File: src/rtl/cmac_ctrl_regs.sv
// cmac_ctrl_regs: toggle-handshaked GPIO command/status block for N_CH CMAC channels.
// Commands are detected on a flip of the synced gpio_o[31] and take effect on the following cycle.
module cmac_ctrl_regs #(
    parameter int N_CH          = 2,
    parameter int RST_PULSE_CYC = 16,
    parameter int CNT_W         = 12,
    parameter int SYNC_STAGES   = 2
) (
    input  logic              init_clk,
    input  logic              sys_rstn,
    input  logic [31:0]       gpio_o,
    output logic [31:0]       gpio_i,
    input  logic [N_CH*7-1:0] st_in,
    output logic [N_CH-1:0]   loopback_en,
    output logic [N_CH-1:0]   send_continuous_pkts,
    output logic [N_CH-1:0]   sys_reset,
    output logic [N_CH-1:0]   lbus_tx_rx_restart_in
);
    localparam int SW = N_CH > 1 ? $clog2(N_CH) : 1;
    localparam int PW = $clog2(RST_PULSE_CYC + 1);

    logic [13:0]       g_pipe [SYNC_STAGES];
    logic [N_CH*7-1:0] s_pipe [SYNC_STAGES];
    logic [13:0]       g_s;
    logic [N_CH*7-1:0] st_s, st_q;
    logic              last_tog, err, det, valid, unused_ok;
    logic [SW-1:0]     sel;
    logic [7:0]        f_ch;
    logic [2:0]        f_op;
    logic [1:0]        f_d;
    logic [6:0]        st_ch  [N_CH];
    logic [2:0]        stk_ch [N_CH];
    logic [11:0]       cnt_ch [N_CH];

    // only toggle, ch_sel, op and data bits are synchronised
    assign unused_ok = ^{gpio_o[30:20], gpio_o[11], gpio_o[7:2]};
    assign g_s  = g_pipe[SYNC_STAGES-1];
    assign st_s = s_pipe[SYNC_STAGES-1];
    assign {f_ch, f_op, f_d} = g_s[12:0];
    assign det   = g_s[13] ^ last_tog;
    assign valid = det && 32'(f_ch) < N_CH && f_op < 3'd6;

    always_ff @(posedge init_clk or negedge sys_rstn) begin
        if (!sys_rstn) begin
            for (int i = 0; i < SYNC_STAGES; i++) begin
                g_pipe[i] <= '0;
                s_pipe[i] <= '0;
            end
        end else begin
            g_pipe[0] <= {gpio_o[31], gpio_o[19:12], gpio_o[10:8], gpio_o[1:0]};
            s_pipe[0] <= st_in;
            for (int i = 1; i < SYNC_STAGES; i++) begin
                g_pipe[i] <= g_pipe[i-1];
                s_pipe[i] <= s_pipe[i-1];
            end
        end
    end

    always_ff @(posedge init_clk or negedge sys_rstn) begin
        if (!sys_rstn) begin
            last_tog <= 1'b0;
            err      <= 1'b0;
            sel      <= '0;
            st_q     <= '0;
            gpio_i   <= '0;
        end else begin
            st_q   <= st_s;
            gpio_i <= {last_tog, err, 6'd0, cnt_ch[sel], 1'b0, sys_reset[sel], stk_ch[sel], st_ch[sel]};
            if (det) begin
                last_tog <= g_s[13];
                err      <= !valid;
                if (valid) sel <= f_ch[SW-1:0];
            end
        end
    end

    for (genvar k = 0; k < N_CH; k++) begin : g_ch
        logic             hit, lb, sc, rs, done_rise;
        logic [PW-1:0]    rst_cnt;
        logic [2:0]       stk, ev;
        logic [CNT_W-1:0] cnt;
        logic [6:0]       cur, prv;

        assign hit = valid && f_ch == 8'(k);
        assign cur = st_s[7*k +: 7];
        assign prv = st_q[7*k +: 7];
        // {lock_lost, align_lost, data_fail}
        assign ev        = {prv[0] & ~cur[0], prv[1] & ~cur[1], cur[4] & ~prv[4]};
        assign done_rise = cur[3] & ~prv[3];

        always_ff @(posedge init_clk or negedge sys_rstn) begin
            if (!sys_rstn) begin
                lb      <= 1'b0;
                sc      <= 1'b0;
                rs      <= 1'b0;
                rst_cnt <= '0;
                stk     <= '0;
                cnt     <= '0;
            end else begin
                rs <= hit && f_op == 3'd2;
                if (hit && f_op == 3'd0) begin
                    lb <= f_d[0];
                    sc <= f_d[1];
                end else if (hit && f_op == 3'd1) begin
                    sc <= 1'b0;
                end
                rst_cnt <= (hit && f_op == 3'd1) ? PW'(RST_PULSE_CYC) : rst_cnt - PW'(rst_cnt != '0);
                stk     <= ((hit && f_op == 3'd3) ? 3'b000 : stk) | ev;
                cnt     <= (hit && f_op == 3'd4) ? CNT_W'(done_rise) : cnt + CNT_W'(done_rise && !(&cnt));
            end
        end

        assign loopback_en[k]           = lb;
        assign send_continuous_pkts[k]  = sc;
        assign lbus_tx_rx_restart_in[k] = rs;
        assign sys_reset[k]             = rst_cnt != '0;
        assign st_ch[k]                 = cur;
        assign stk_ch[k]                = stk;
        assign cnt_ch[k]                = 12'(cnt);
    end
endmodule

File: config.mk
export PLATFORM = sky130hd
export DESIGN_NAME = cmac_ctrl_regs
export DESIGN_NICKNAME = d
export VERILOG_FILES = /design/src/rtl/cmac_ctrl_regs.sv
export SDC_FILE = /design/constraint.sdc
export NUM_CORES = 1
export LEC_CHECK = 0
export BUFFER_PORTS_ARGS = -buffer_cell sky130_fd_sc_hd__buf_2
export CAP_MARGIN = 20
export CELL_PAD_IN_SITES_DETAIL_PLACEMENT = 1
export CELL_PAD_IN_SITES_GLOBAL_PLACEMENT = 1
export CORE_MARGIN = 2
export CORE_UTILIZATION = 30
export CTS_CLUSTER_DIAMETER = 100
export DETAILED_ROUTE_END_ITERATION = 8
export MAX_ROUTING_LAYER = met4
export PLACE_DENSITY_LB_ADDON = 0.1
export SLEW_MARGIN = 10
export SYNTH_ARGS = -nofsm -noshare
export SYNTH_HDL_FRONTEND = slang
export SYNTH_SLANG_ARGS = --single-unit
File: constraint.sdc
create_clock -name init_clk -period 3.5 [get_ports init_clk]
set_clock_uncertainty 0.05 [all_clocks]
set_input_delay 0.175 -clock init_clk [delete_from_list [all_inputs] [get_ports init_clk]]
set_output_delay 0.175 -clock init_clk [all_outputs]
set_load 0.005 [all_outputs]
Word level (Yosys, flattened, before mapping)
Cells that the tools add are included.

Magnitude comparators: 4. Mux-type cells: 21. Eq/ne operators: 5. Add/subtract/negate cells: 4. Reductions and logical operators: 28. Bitwise gates (word level): 20.

Operators with widths (number): 12-bit two-way mux (5); 12-bit by 1-bit adder with 12-bit output (2); 12-bit AND reduction (2); 7-bit two-way mux (3); 1-bit logical AND (16); 3-bit two-way mux (5); 5-bit two-way mux (2); 5-bit nonzero test (2); 5-bit by 1-bit subtractor with 5-bit output (2); 1-bit bitwise AND (8); 8-bit by 1-bit == test with 1-bit output, second input constant (1); 8-bit zero test (1); 8-bit by 2-bit < comparator with 1-bit output, second input constant (1); 1-bit inverter (8); 3-bit by 2-bit == test with 1-bit output, second input constant (2); 1-bit two-way mux (6); 3-bit bitwise OR (2); 2-bit nonzero test (2); 3-bit by 1-bit == test with 1-bit output, second input constant (1); 3-bit == test, second input constant (1); 1-bit zero test (3); 3-bit zero test (1); 3-bit < comparator, second input constant (1); 2-bit >= comparator, second input constant (1); other kinds (4) (4).

Register bits: 142. Logic and storage cells: 103. Bits of input ports: 48.

Longest topological paths before layout
Gate-level depths: netlist of run 1.

Depth after elaboration: 7. Mapped depth: 9. Gate-level depth less buffers: 8.

Worst setup path after synthesis of run 1
OpenSTA, ideal clock, no wires.

Kind: register to register. Start point: reg g_ch[0].cnt[1]. End point: reg g_ch[0].cnt[10]. Slack: 1.479 ns. Library setup time: 0.120 ns. Required time: 3.330 ns. Buffers on the path: 1. Arrival time: 1.851 ns. Cell stages (with the launch flop): 10. Cell sequence: dfrtp_1 and4_1 clkbuf_1 nand3_1 o31a_1 ha_1 and4_1 nand4_1 xor2_1 nor2_1.

Cells in the longest elaborated chain, start to end: 5.

Ends and longest elaborated chain: start: declaration (RTL line 81) `logic [CNT_W-1:0] cnt;`; start signal: assignment (RTL line 109) `cnt <= (hit && f_op == 3'd4) ? CNT_W'(done_rise) : cnt + CNT_W'(done_rise && !(&cnt));`; 12-bit AND reduction (RTL line 109); 1-bit zero test (RTL line 109); 1-bit logical AND (RTL line 109); 12-bit by 1-bit adder with 12-bit output * (RTL line 109); 12-bit two-way mux * (RTL line 109).

Every way passes the cells marked *; elsewhere a longest branch is shown, timed or not. A chain may end at the register's enable or synchronous reset.

Worst setup path in the final report of run 1
Start point: reg g_ch[0].cnt[1]. End point: reg g_ch[0].cnt[9].

The elaborated chain is that of the path after synthesis.

==> results.md, run 1 <==
- Status: completed
- Count of cell types in the netlist: 35
- Io pins: 88
- R2R setup slack: ~1.3 ns
- CTS tree: built
- Cts bufs inserted: 17
- WHS: slightly below 0.3 ns
- Gpl congestion: between 0.6 and 0.7
- Mux contribution to synthesized area: 6.37%
- Post-CTS Hold Buffers: 29
- Sinks on Clock Net: 138
- Period utilization: roughly 64%
- Layout Nets: 515
- I/O Buffers: 62
- Worst-Skew Late Latency: between 0.4 and 0.5 ns
- DP HPWL: a little over 6 mm
- Drt pass-1 iters: 4
- Worst rel slew slack: between 40% and 50%
- Leakage: 2.94 nW
- Mapped Cells: 361
- Number of routed nets with antenna violations: 0
- Max clock buf depth: 2
- Antenna violations before repair: 0
- Clock root buffer: clkbuf_16
- Fmax achieved: 450 MHz
- Vias: 2,912
- Largest family of logic cells by synthesized area: simple AND/OR/NAND/NOR gates
- Most frequent cells in the layout: dfrtp_1, buf_2, nor2_1
- Largest net degree at the start of global routing: 88
- Post-CTS setup buffers: 0
- Total Power: ~4.2 mW
- Setup-failing EPs final: 0
- DRC Markers: 0
- Most common cell after layout, fill and taps aside: dfrtp_1
- Synth Register Bits: 138
- Die H: approximately 130 um
- Worst Setup End Kind: register
- Num rows: 47
- Synth-to-Final Area Change: 28.1%
- DIE AREA: 17,700 um^2
- CP Cell Sequence: and4_1, nand3_1, o31a_1, ha_1, and3_1, nand4_1, xor2_1, nor2_1
- Final Critical Period: 2.22 ns
- Worst EP arrival: 2.46 ns
- First-pass GRT wire length: 16.2 mm
- Pwr dens: 660 nW/um^2
- Simple-gate portion of the synthesized area: 11.8%
- CORE AREA: 16,500 um^2
- Worst-margin pin slew: 0.814 ns
- Post-Synth XOR/XNOR Area: 5.22%
- Clk slew on worst S/H paths: 0.06 ns
- Adder-Cell Fraction of Synth Area: 2.00%
- Layout cell share with drive strength beyond 1: 28.2%
- Kind of critical path: register to register
- CP max FO: 7
- # fillers: 1,752
- Cell area after synthesis: approximately 5000 um^2
- Synthesized area per cell: 13.9 um^2
- RSZ-0062 raised after global routing: false
- Gr usage total: 12.4%
- # resized after CTS: 0
- Overflow after GRT: 0
- Critical Path Max Stage Delay: 0.46 ns
- Initial Util: 30.4%
- H-tree depth: 4
- CP max stage cell: dfrtp_1
- Setup crit start kind: register
- Vias/cell: 4.21
- Hold crit path type: register to register
- DIE WIDTH: roughly 130 um
- Vias in the first global route: 3,160
- Synth Warn #: 0
- Maximum vdd drop: 302 uV
- CP required: 3.74 ns
- Slew Viols, Final: 0
- Seq/Total Area, Yosys: 68.9%
- Compound-Gate Fraction of Synth Area: 1.80%
- Hold Vio Cnt, Final: 0
- DR WL/cell: roughly 14 um
- Setup TNS: 0 ns
- Initial drt markers: ~110
- Final WL: 9.51 mm
- Max Cap Viol: 0
- ANT cells: 0
[per-layer routing]
metal  GRT usage [%]  routed length, um  up-vias
met2            19.3               4530       57
met1            15.1               4530     1463
met5               -                  0        -
li1                -                  -     1382
met3            3.46                280       10
met4            5.50                170        0
[cells in the mapped netlist]
library cell  number  area share, %
clkbuf_1           7           0.52
nand4_1           12            1.5
nand2b_1           2           0.25
inv_1             12           0.90
and2b_2            1           0.17
nor3_2             1           0.20
dfrtp_1          138             69
and3_1             2           0.25
nor2b_1            6           0.75
nand4b_4           1           0.47
nand3_1            9           0.90
xnor2_1            7            1.2
nor3_1             5           0.50
mux2_2            27            6.1
and4_1             4           0.70
xor2_1            21            3.7
and2_2             1           0.15
nor4bb_1           1           0.20
buf_6              1           0.22
a22o_1             6            1.0
and4b_4            1           0.27
o31a_1             2           0.35
nor3b_1            2           0.30
ha_1               8            2.0
nor2_1            40            3.0
conb_1             1          0.075
mux2_4             1           0.30
or4_4              1           0.22
nand2_1           18            1.3
a21oi_1            1           0.10
buf_4             14            2.1
nor2b_4            1           0.27
nor4_1             3           0.37
xor2_2             1           0.32
o21ai_0            3           0.30
[worst paths after layout]
kind                                 from            endpoint  cells past startpoint
setup / recovery           g_ch[0].cnt[1]      g_ch[0].cnt[9]                      8
hold / removal                 g_pipe[27]             g_s[13]                      0
setup reg to reg           g_ch[0].cnt[1]      g_ch[0].cnt[9]                      8
hold reg to reg                g_pipe[27]             g_s[13]                      0
max in group asynchronous        sys_rstn             st_q[3]                      3
min in group asynchronous        sys_rstn  g_ch[0].rst_cnt[0]                      2
[area by class of cell]
type / instances / area [um^2] / area share, %
sequential: 138 / 3450 / 53.8
multi-input combinational: 195 / 1390 / 21.7
timing repair buffer: 95 / 669 / 10.4
clock buffer: 20 / 457 / 7.12
tap: 220 / 275 / 4.29
clock inverter: 12 / 126 / 1.97
inverter: 12 / 45.0 / 0.702
[where the power goes]
group / internal [mW] / leakage [nW] / switching, mW / total (mW)
registers: 1.80 / 1.65 / 0.176 / 1.98
clock network: 1.04 / 0.281 / 0.718 / 1.75
logic: 0.271 / 1.02 / 0.234 / 0.505
total: 3.11 / 2.94 / 1.13 / 4.24
[cell families (layout without fill, tap and decap cells)]
| kind of cell | after synthesis | count (layout) |
|---|---|---|
| flops | 138 | 138 |
| buf+inv | 34 | 139 |
| mux | 28 | 28 |
| fa+ha+maj | 8 | 8 |
| xor+xnor | 29 | 29 |
| other cells | 1 | 7 |
| compound gates | 12 | 12 |
| simple gates | 111 | 111 |
[sequential cells by signal, summed over array words and instances (netlist names)]
register,count
err,1
g_ch.sc,2
g_ch.cnt,24
st_s,14
s_pipe,14
g_ch.lb,2
g_ch.rs,2
st_q,8
sel,1
g_s,14
last_tog,1
g_ch.rst_cnt,10
gpio_i,25
g_ch.stk,6
g_pipe,14
[critical path, delay by kind of cell (launching register included)]
family,cells,cell delay [ns]
AND/OR/NAND/NOR,5,0.90
adder cells (fa/ha/maj),1,0.26
flip-flops,1,0.46
AO/OA/AOI/OAI,1,0.27
XOR/XNOR,1,0.15
[metrics by stage]
stage / util, % / instances / setup WS (ns) / cell area (um^2)
final: 39.0 / 692 / 1.28 / 6420
after global routing: 39.0 / 692 / 1.09 / 6420
after CTS: 39.0 / 692 / 1.23 / 6420
after detailed placement: 33.7 / 631 / 1.25 / 5540
after global placement: 33.5 / 630 / 1.26 / 5520
after floorplan: - / 367 / 1.48 / 5030
Power figures use the tool's default switching activity.
==> run 2, diff against run 1 <==
- clock period: 3.5 -> 2.1 ns (I/O delays scaled with it)
==> run 2 against run 1 <==
Global-route usage is 0.75 points higher. Sequential power is 62% higher. Register-to-register slack worse by 1.1 ns. Clock power is 93% higher. Final cell count is 2.6% higher. Maximum frequency is 15% higher. Hold slack worse by 0.12 ns. Non-clock buffer count is 20 higher. Sequential share of layout area is 1.9 points lower. Die area stayed put. Critical endpoint is now g_ch[1].cnt[10]. Largest cell class unchanged. Largest power group is now clock.
==> results.md, run 2 (synthesis results as in run 1) <==
- Io pins: 88 (unchanged)
- Initial Util: 30.4% (unchanged)
- Most frequent cells in the layout: dfrtp_1, buf_2, nor2_1 (unchanged)
- Max clock buf depth: 2 (unchanged)
- Largest net degree at the start of global routing: 53 (was 88)
- First-pass GRT wire length: 17.2 mm (was 16.2 mm)
- CORE AREA: 16,500 um^2 (unchanged)
- Num rows: 47 (unchanged)
- Initial drt markers: 72 (was 112)
- Worst-Skew Late Latency: 0.42 ns (about the same)
- Worst EP arrival: 2.20 ns (was 2.46 ns)
- Hold crit path type: primary input to asynchronous set/reset pin (was register to register)
- Die H: 133 um (unchanged)
- Final WL: 10.1 mm (was 9.51 mm)
- Clock root buffer: clkbuf_16 (unchanged)
- Leakage: 3.09 nW (was 2.94 nW)
- I/O Buffers: 62 (unchanged)
- Gr usage total: 13.1% (was 12.4%)
- Maximum vdd drop: 522 uV (was 302 uV)
- CTS tree: built (unchanged)
- Setup crit start kind: register (unchanged)
- Clk slew on worst S/H paths: 0.06 ns (about the same)
- Final worst slack: 0.158 ns (was 1.28 ns)
- DIE AREA: 17,700 um^2 (unchanged)
- Worst Setup End Kind: register (unchanged)
- Worst-margin pin slew: 0.511 ns (was 0.814 ns)
- Setup WS pre-CTS: 0.198 ns (was 1.25 ns)
- DRC Markers: 0 (unchanged)
- Layout cell share with drive strength beyond 1: 30.8% (was 28.2%)
- DP HPWL: 6.75 mm (was 6.20 mm)
- Number of routed nets with antenna violations: 0 (unchanged)
- Hold Vio Cnt, Final: 0 (unchanged)
- Fmax achieved: 515 MHz (was 450 MHz)
- Antenna violations before repair: 0 (unchanged)
- Biggest regs: gpio_i (25), g_ch.cnt (24) (unchanged)
- Final Critical Period: 1.94 ns (was 2.22 ns)
- Setup-failing EPs final: 0 (unchanged)
- Layout Nets: 535 (was 515)
- Vias in the first global route: 3,377 (was 3,160)
- Pwr dens: 1150 nW/um^2 (was 660 nW/um^2)
- Post-CTS setup buffers: 0 (unchanged)
- Cts bufs inserted: 17 (unchanged)
- Vias/cell: 4.24 (was 4.21)
- Max reg flops: 25 (unchanged)
- Setup TNS: 0 ns (unchanged)
- Worst rel slew slack: 66.0% (was 45.7%)
- Largest Register: gpio_i (unchanged)
- H-tree depth: 4 (unchanged)
- ANT cells: 0 (unchanged)
- DIE WIDTH: 133 um (unchanged)
- RSZ-0062 raised after global routing: false (unchanged)
- Vias: 3,010 (was 2,912)
- FF/Latch Area: 3450 um^2 (unchanged)
- CP max FO: 4 (was 7)
- Slew Viols, Final: 0 (unchanged)
- Max Cap Viol: 0 (unchanged)
- Overflow after GRT: 0 (unchanged)
- Status: completed (unchanged)
- Most common cell after layout, fill and taps aside: dfrtp_1 (unchanged)
- Synth-to-Final Area Change: 32.7% (was 28.1%)
- Area of the multi-input gates: 1390 um^2 (unchanged)
- Period utilization: 92.5% (was 63.6%)
- Gpl congestion: 0.758 (was 0.687)
- # fillers: 1,758 (was 1,752)
- Kind of critical path: register to register (unchanged)
- Drt pass-1 iters: 4 (unchanged)
- Sinks on Clock Net: 138 (unchanged)
- CP required: 2.36 ns (was 3.74 ns)
- DR WL/cell: 14.3 um (was 13.7 um)
run 2: worst max-delay path, cell delays in order (launching register included):
cell     delay (ns)
dfrtp_1        0.40
and4_1         0.25
nand3_1        0.11
o31a_1         0.27
ha_1           0.22
and4_1         0.22
nand4_1        0.10
xor2_1         0.15
nor2_1         0.06
run 2: final timing paths:
kind	start	to	slack, ns	depth (start not counted)
min in group init_clk	st_in[7]	s_pipe[21]	0.27	2
worst min register to register	s_pipe[24]	st_s[10]	0.30	0
worst max register to register	g_ch[1].cnt[4]	g_ch[1].cnt[10]	0.16	8
max in group asynchronous	sys_rstn	g_s[8]	1.12	3
worst max-delay path	g_ch[1].cnt[4]	g_ch[1].cnt[10]	0.16	8
worst min-delay path	sys_rstn	g_ch[0].rst_cnt[2]	0.17	2
run 2: what timing repair did:
action                    4_1_cts  5_1_grt
hold endpoints to repair       77        0
hold buffers                   29        0
resized for setup               0        0
run 2: per-layer routing:
metal	global-route usage, %	part of all wire (%)
met5	-	0
met4	5.32	0.88
met3	3.77	3.3
met2	20.8	49
met1	15.9	47
run 2: metrics by stage:
stage / util, % / std cells / instance area, um^2 / power (mW) / hold slack (ns)
6_report: 40.4 / 710 / 6650 / 7.67 / 0.173
3_5_place_dp: 34.5 / 651 / 5690 / 4.32 / 0.0516
2_1_floorplan: - / 367 / 5030 / 3.82 / -0.241
5_1_grt: 40.4 / 710 / 6650 / 8.08 / 0.207
3_3_place_gp: 34.5 / 651 / 5690 / 4.27 / 0.0520
4_1_cts: 40.4 / 710 / 6650 / 7.81 / 0.179
run 2: report_power, final:
group | internal, mW | switching [mW] | total (mW)
clock network | 2.29 | 1.09 | 3.38
registers | 3.00 | 0.205 | 3.21
logic | 0.553 | 0.529 | 1.08
run 2: final cells by class:
type	count	area share (%)
inverter	12	0.678
sequential	138	51.9
clock buffer	20	6.87
multi-input combinational	195	20.9
timing repair buffer	115	12.2
clock inverter	10	3.24
tap	220	4.14
